<file path="src/rtl/mem_port_sequencer.sv">
// mem_port_sequencer: shares one byte-wide synchronous-read memory
// between instruction fetch and load/store, one byte per cycle.
module mem_port_sequencer #(
    parameter int AW = 12
) (
    input  logic          clk,
    input  logic          rst,
    input  logic          if_req,
    input  logic [31:0]   if_addr,
    output logic          if_gnt,
    output logic          if_done,
    output logic [31:0]   if_rdata,
    input  logic          d_req,
    input  logic          d_we,
    input  logic [31:0]   d_addr,
    input  logic [31:0]   d_wdata,
    input  logic [1:0]    d_length,
    input  logic          d_sign,
    output logic          d_gnt,
    output logic          d_done,
    output logic [31:0]   d_rdata,
    output logic          busy,
    output logic [AW-1:0] mem_addr,
    output logic [7:0]    mem_wdata,
    output logic          mem_we,
    output logic          mem_re,
    input  logic [7:0]    mem_rdata
);

    typedef enum logic [1:0] {IDLE, ISSUE, WAIT, RESP} state_e;

    state_e        state_q, state_d;
    logic          is_if_q, is_if_d;
    logic          we_q, we_d;
    logic          sign_q, sign_d;
    logic [1:0]    len_q, len_d;
    logic [AW-1:0] base_q, base_d;
    logic [31:0]   wdata_q, wdata_d;
    logic [1:0]    k_q, k_d;
    logic [23:0]   lane_q, lane_d;
    logic          last_if_q, last_if_d;
    logic [31:0]   if_rdata_q, if_rdata_d;
    logic [31:0]   d_rdata_q, d_rdata_d;

    logic          pick_if;
    logic [31:0]   res;
    logic [1:0]    last_k;
    logic          issue;
    logic [AW-1:0] addr_k;
    logic [31:0]   wsh;
    logic          unused_bits;

    assign last_k = (len_q == 2'b01) ? 2'd0 :
                    (len_q == 2'b10) ? 2'd1 : 2'd3;
    assign issue  = (state_q == ISSUE);
    assign addr_k = base_q + {{(AW-2){1'b0}}, k_q};
    assign wsh    = wdata_q >> {k_q, 3'b000};

    assign busy      = (state_q != IDLE);
    assign mem_we    = issue & we_q;
    assign mem_re    = issue & ~we_q;
    assign mem_addr  = issue ? addr_k : '0;
    assign mem_wdata = mem_we ? wsh[7:0] : 8'h00;
    assign if_gnt    = busy & is_if_q;
    assign d_gnt     = busy & ~is_if_q;
    assign if_done   = (state_q == RESP) & is_if_q;
    assign d_done    = (state_q == RESP) & ~is_if_q;
    assign if_rdata  = if_rdata_q;
    assign d_rdata   = d_rdata_q;

    assign unused_bits = ^{if_addr[31:AW], d_addr[31:AW], wsh[31:8]};

    // Next-state: arbitration, byte sequencing, read assembly
    always_comb begin
        state_d    = state_q;
        is_if_d    = is_if_q;
        we_d       = we_q;
        sign_d     = sign_q;
        len_d      = len_q;
        base_d     = base_q;
        wdata_d    = wdata_q;
        k_d        = k_q;
        lane_d     = lane_q;
        last_if_d  = last_if_q;
        if_rdata_d = if_rdata_q;
        d_rdata_d  = d_rdata_q;
        pick_if    = 1'b0;
        res        = '0;
        unique case (state_q)
            IDLE: begin
                if (if_req || d_req) begin
                    pick_if = if_req & (~d_req | ~last_if_q);
                    is_if_d = pick_if;
                    k_d     = 2'd0;
                    state_d = ISSUE;
                    if (pick_if) begin
                        we_d    = 1'b0;
                        sign_d  = 1'b0;
                        len_d   = 2'b00;
                        base_d  = if_addr[AW-1:0];
                        wdata_d = '0;
                    end else begin
                        we_d    = d_we;
                        sign_d  = d_sign;
                        len_d   = d_length;
                        base_d  = d_addr[AW-1:0];
                        wdata_d = d_wdata;
                    end
                end
            end
            ISSUE: begin
                if (!we_q) begin
                    case (k_q)
                        2'd1:    lane_d[7:0]   = mem_rdata;
                        2'd2:    lane_d[15:8]  = mem_rdata;
                        2'd3:    lane_d[23:16] = mem_rdata;
                        default: ;
                    endcase
                end
                if (k_q == last_k) begin
                    state_d = we_q ? RESP : WAIT;
                end else begin
                    k_d = k_q + 2'd1;
                end
            end
            WAIT: begin
                case (len_q)
                    2'b01:
                        res = {{24{sign_q & mem_rdata[7]}}, mem_rdata};
                    2'b10:
                        res = {{16{sign_q & mem_rdata[7]}},
                               mem_rdata, lane_q[7:0]};
                    default:
                        res = {mem_rdata, lane_q};
                endcase
                if (is_if_q) begin
                    if_rdata_d = res;
                end else begin
                    d_rdata_d = res;
                end
                state_d = RESP;
            end
            RESP: begin
                last_if_d = is_if_q;
                state_d   = IDLE;
            end
        endcase
    end

    // State and datapath registers; tie-break initially favours D
    always_ff @(posedge clk or posedge rst) begin
        if (rst) begin
            state_q    <= IDLE;
            is_if_q    <= 1'b0;
            we_q       <= 1'b0;
            sign_q     <= 1'b0;
            len_q      <= 2'b00;
            base_q     <= '0;
            wdata_q    <= '0;
            k_q        <= 2'd0;
            lane_q     <= '0;
            last_if_q  <= 1'b1;
            if_rdata_q <= '0;
            d_rdata_q  <= '0;
        end else begin
            state_q    <= state_d;
            is_if_q    <= is_if_d;
            we_q       <= we_d;
            sign_q     <= sign_d;
            len_q      <= len_d;
            base_q     <= base_d;
            wdata_q    <= wdata_d;
            k_q        <= k_d;
            lane_q     <= lane_d;
            last_if_q  <= last_if_d;
            if_rdata_q <= if_rdata_d;
            d_rdata_q  <= d_rdata_d;
        end
    end

endmodule

</file>
<file path="config.mk">
export PLATFORM = sky130hd
export DESIGN_NAME = mem_port_sequencer
export DESIGN_NICKNAME = d
export VERILOG_FILES = /design/src/rtl/mem_port_sequencer.sv
export SDC_FILE = /design/constraint.sdc
export NUM_CORES = 1
export LEC_CHECK = 0
export ABC_AREA = 1
export CORE_UTILIZATION = 45
export CTS_CLUSTER_SIZE = 30
export DETAILED_ROUTE_END_ITERATION = 6
export HOLD_SLACK_MARGIN = 0.05
export PLACE_DENSITY = 0.78
export SYNTH_ARGS = -nofsm -noshare
export SYNTH_HDL_FRONTEND = slang
export SYNTH_SLANG_ARGS = --single-unit
</file>
<file path="constraint.sdc">
create_clock -name clk -period 9.75 [get_ports clk]
set_clock_uncertainty 0.15 [all_clocks]
set_input_delay 1.95 -clock clk [delete_from_list [all_inputs] [get_ports clk]]
set_output_delay 1.95 -clock clk [all_outputs]
set_load 0.01 [all_outputs]
</file>
==> metrics.txt <==
# TYPE chip_impl_metric gauge
chip_impl_metric{name="slew_at_the_pin_closest_to_its_max_slew_limit",unit="ns"} 1.02
chip_impl_metric{name="vdd.ir_drop.worst",unit="mV"} 0.150
chip_impl_metric{name="synth.cell_area",unit="mm2"} 0.00656
chip_impl_metric{name="worst_ep_required_time",unit="ns"} 7.65
chip_impl_metric{name="largest_net_degree_at_the_start_of_global_routing",unit=""} 78
chip_impl_metric{name="power_frac_comb",unit="%"} 42.2
chip_impl_info{name="synth.top_cells.by_area",value="dfrtp_1 (54%), nand2_1 (14%), o21ai_0 (5.8%)"} 1
chip_impl_metric{name="track_usage",unit="%"} 23.2
chip_impl_metric{name="globalRouteOverflowTotal",unit=""} 0
chip_impl_metric{name="grt_pass1_wl",unit="mm"} 26.8
chip_impl_metric{name="h-tree-depth",unit=""} 4
chip_impl_metric{name="avgSynthCellArea",unit="um2"} 8.32
chip_impl_metric{name="wl",unit="mm"} 16.5
chip_impl_info{name="clock_root_buffer",value="clkbuf_16"} 1
chip_impl_metric{name="max_cap_viol_count",unit=""} 0
chip_impl_metric{name="critical_path_buf_inv_count",unit=""} 3
chip_impl_metric{name="worst-path-max-fanout",unit=""} 23
chip_impl_info{name="yosysTopAreaCell",value="dfrtp_1"} 1
chip_impl_info{name="yosys.cell_count.top_type",value="nand2_1"} 1
chip_impl_metric{name="std_cell_rows",unit=""} 43
chip_impl_metric{name="final_util",unit="%"} 62.9
chip_impl_info{name="crit_family",value="adder cells"} 1
chip_impl_metric{name="clock_latency",unit="ns"} 0.42
chip_impl_metric{name="fin_nets",unit=""} 1053
chip_impl_metric{name="grt_antenna_before_repair",unit=""} 0
chip_impl_metric{name="placement.io_buffers",unit=""} 162
chip_impl_metric{name="initialDrtViolationCount",unit=""} 317
chip_impl_metric{name="yosys_register_bits",unit=""} 142
chip_impl_metric{name="syn_nets",unit=""} 912
chip_impl_metric{name="clock_sink_count",unit=""} 142
chip_impl_metric{name="die-area",unit="mm2"} 0.0151
chip_impl_metric{name="fin_setup_tns",unit="ns"} 0
chip_impl_metric{name="yosys.cell_types.count",unit=""} 29
chip_impl_metric{name="finalSetupViolations",unit=""} 0
chip_impl_info{name="status",value="finished clean"} 1
chip_impl_info{name="synth_ff_type",value="dfrtp_1"} 1
chip_impl_metric{name="crit_path_max_incr_delay",unit="ns"} 0.67
chip_impl_metric{name="yosysWarnings",unit=""} 0
chip_impl_metric{name="synthDominantCellAreaShare",unit="%"} 53.8
chip_impl_metric{name="final_antenna_net_count",unit=""} 0
chip_impl_metric{name="cts.clk_slew.worst_paths",unit="ns"} 0.06
chip_impl_metric{name="die_x",unit="um"} 123
chip_impl_metric{name="areaGrowthSynthToFinish",unit="%"} 34.7
chip_impl_metric{name="first_global_vias",unit=""} 5503
chip_impl_metric{name="post_cts.repair.setup_buffers",unit=""} 0
chip_impl_metric{name="power-per-cell-area",unit="mW/mm2"} 335
chip_impl_metric{name="drc_violation_count_after_routing",unit=""} 0
chip_impl_metric{name="stdcell_count",unit=""} 1122
chip_impl_metric{name="initial_core_utilization",unit="%"} 46.7
chip_impl_metric{name="drive_gt1_share",unit="%"} 5.63
chip_impl_metric{name="num_io_pins",unit=""} 203
chip_impl_metric{name="timing.final.hold_violations",unit=""} 0
chip_impl_info{name="crit_type",value="flop to output port"} 1
chip_impl_info{name="synth_top_cells_by_count",value="nand2_1 (239), dfrtp_1 (141), o21ai_0 (76)"} 1
chip_impl_metric{name="max-clock-path-buffers",unit=""} 2
chip_impl_metric{name="post_cts.resized_instances",unit=""} 0
chip_impl_metric{name="total_leakage_power",unit="nW"} 4.13
chip_impl_metric{name="layout_min_cycle_time",unit="ns"} 5.07
chip_impl_info{name="critical_path.slowest_cell",value="dfrtp_1"} 1
chip_impl_metric{name="share_seq_of_total_power",unit="%"} 34.3
chip_impl_metric{name="post-route-period-util",unit="%"} 52.0
chip_impl_metric{name="coreArea",unit="mm2"} 0.0140
chip_impl_metric{name="cell_count_after_synthesis",unit=""} 788
chip_impl_metric{name="switching_share",unit="%"} 37.9
chip_impl_metric{name="synth_async_sr_flop_share",unit="%"} 100
chip_impl_metric{name="final-max-slew-violation-count",unit=""} 0
chip_impl_info{name="crit_path_end_kind",value="output port"} 1
chip_impl_metric{name="dp.cells",unit=""} 1090
chip_impl_metric{name="max_slew_margin",unit="%"} 32.1
chip_impl_metric{name="wire_per_inst",unit="um"} 14.7
chip_impl_metric{name="fillCellCount",unit=""} 1225
chip_impl_metric{name="fmax",unit="GHz"} 0.197
chip_impl_metric{name="cts_hold_repair.buffers",unit=""} 0
chip_impl_metric{name="gp_congestion",unit=""} 0.814
chip_impl_info{name="start_kind",value="flop"} 1
chip_impl_metric{name="switchingPower",unit="mW"} 1.12
chip_impl_metric{name="place_hpwl",unit="mm"} 11.3
chip_impl_metric{name="cts_bufs_inserted",unit=""} 17
chip_impl_metric{name="power_frac_clock",unit="%"} 23.4
chip_impl_metric{name="arrival",unit="ns"} 2.97
chip_impl_metric{name="dieHeight",unit="um"} 123
chip_impl_metric{name="num_antenna_cells",unit=""} 0
chip_impl_metric{name="internal-power",unit="mW"} 1.84
chip_impl_metric{name="first_pass_iters",unit=""} 5
chip_impl_metric{name="synth_edf_count",unit=""} 0
chip_impl_info{name="clock_tree_from_tritoncts",value="built"} 1
chip_impl_info{name="grt_setup_unrepaired",value="false"} 1
chip_impl_metric{name="synth.yosys.seq_area_share",unit="%"} 54.2
chip_impl_metric{name="detailroute.via_count",unit=""} 5819
chip_impl_info{name="holdCritPathClass",value="flop to flop"} 1
chip_impl_info{name="cpMostUsedCell",value="nand2_1"} 1
chip_impl_metric{name="vias_per_cell",unit=""} 5.19
chip_impl_info{name="crit_chain",value="ha_1, fa_1, nand2_1, inv_1, nand2_1, nand2_1, o21ai_0, nand2_1, inv_1, clkdlybuf4s50_1"} 1
-- worst register-to-register path, stage by stage, from the launching register on --
cell and delay [ns]:
dfrtp_1 0.42, inv_1 0.15, ha_1 0.27, inv_2 0.10, a21oi_4 0.59, buf_4 0.51
inv_1 0.44, nand2_1 0.18, o21ai_1 0.08
-- worst paths after layout --
check | start | end | slack [ns] | cells past startpoint
worst max-delay path | k_q[0] | mem_addr[10] | 4.68 | 10
worst min-delay path | wdata_q[29] | wdata_q[29] | 0.32 | 2
worst max register to register | state_q[0] | base_q[1] | 6.76 | 8
worst min register to register | wdata_q[29] | wdata_q[29] | 0.32 | 2
max in group asynchronous | rst | if_rdata[8] | 6.26 | 3
min in group asynchronous | rst | is_if_q | 1.82 | 2
-- flip-flops by register name, indices dropped and copies added, names as in the netlist --
signal,count
lane_q,24
last_if_q,1
k_q,2
state_q,2
wdata_q,32
d_rdata,32
we_q,1
is_if_q,1
if_rdata,32
len_q,2
sign_q,1
base_q,12
-- per-stage QoR --
| step | area (um2) | setup slack, ns | hold slack (ns) | total power [mW] |
|---|---|---|---|---|
| 6_report | 8830 | 4.68 | 0.324 | 2.96 |
| 5_1_grt | 8830 | 4.52 | 0.338 | 3.19 |
| 2_1_floorplan | 6560 | 3.84 | 0.294 | 1.77 |
| 3_5_place_dp | 8190 | 5.14 | 0.311 | 2.28 |
| 3_3_place_gp | 8190 | 5.16 | 0.308 | 2.23 |
| 4_1_cts | 8830 | 4.66 | 0.327 | 2.99 |
-- metal layers --
metal / GRT usage (%) / wire length [um] / part of all wire (%)
met2: 38.1 / 8020 / 49
met3: 7.02 / 1200 / 7.3
met1: 29.0 / 6990 / 42
met4: 7.70 / 257 / 1.6
met5: 0 / 0 / 0
-- power by group through the flow --
stage	Combinational [mW]	Sequential, mW	Clock, mW
4_1_cts	1.26	1.02	0.704
3_3_place_gp	1.22	1.01	0
2_1_floorplan	0.734	1.03	0
5_1_grt	1.41	1.05	0.729
3_5_place_dp	1.25	1.02	0
6_report	1.25	1.02	0.694
-- layout by cell type, fill, tap and decap left out, types with 2 or more instances in the layout --
master / instances
nand2_1: 239
nand3_1: 54
o22ai_1: 8
clkinvlp_4: 2
a31oi_1: 16
ha_1: 11
o21ai_1: 54
nand2_2: 3
dfrtp_1: 141
clkinv_2: 2
clkbuf_8: 2
nor2_1: 44
buf_4: 4
bufinv_16: 4
clkinv_4: 5
inv_1: 48
clkdlybuf4s50_1: 162
clkbuf_16: 17
a21oi_1: 29
nand4_1: 2
inv_2: 8
o21ai_0: 76
-- layout make-up --
cell class / instances / area, um2 / share of cell area [%]
flip-flops and latches: 142 / 3550 / 40.3
repair buffers: 166 / 1650 / 18.7
inverters: 58 / 223 / 2.52
multi-input cells: 544 / 2530 / 28.7
clock inverters: 13 / 189 / 2.14
well taps: 180 / 225 / 2.55
clock buffers: 19 / 453 / 5.13
-- cells by family after synthesis --
kind of cell	synth area share, %
simple gates	21.1
compound gates	15.1
flops	54.2
buf+inv	7.12
fa+ha+maj	2.41
xor+xnor	0.134
Note: power is estimated with default switching activity, not from simulation.
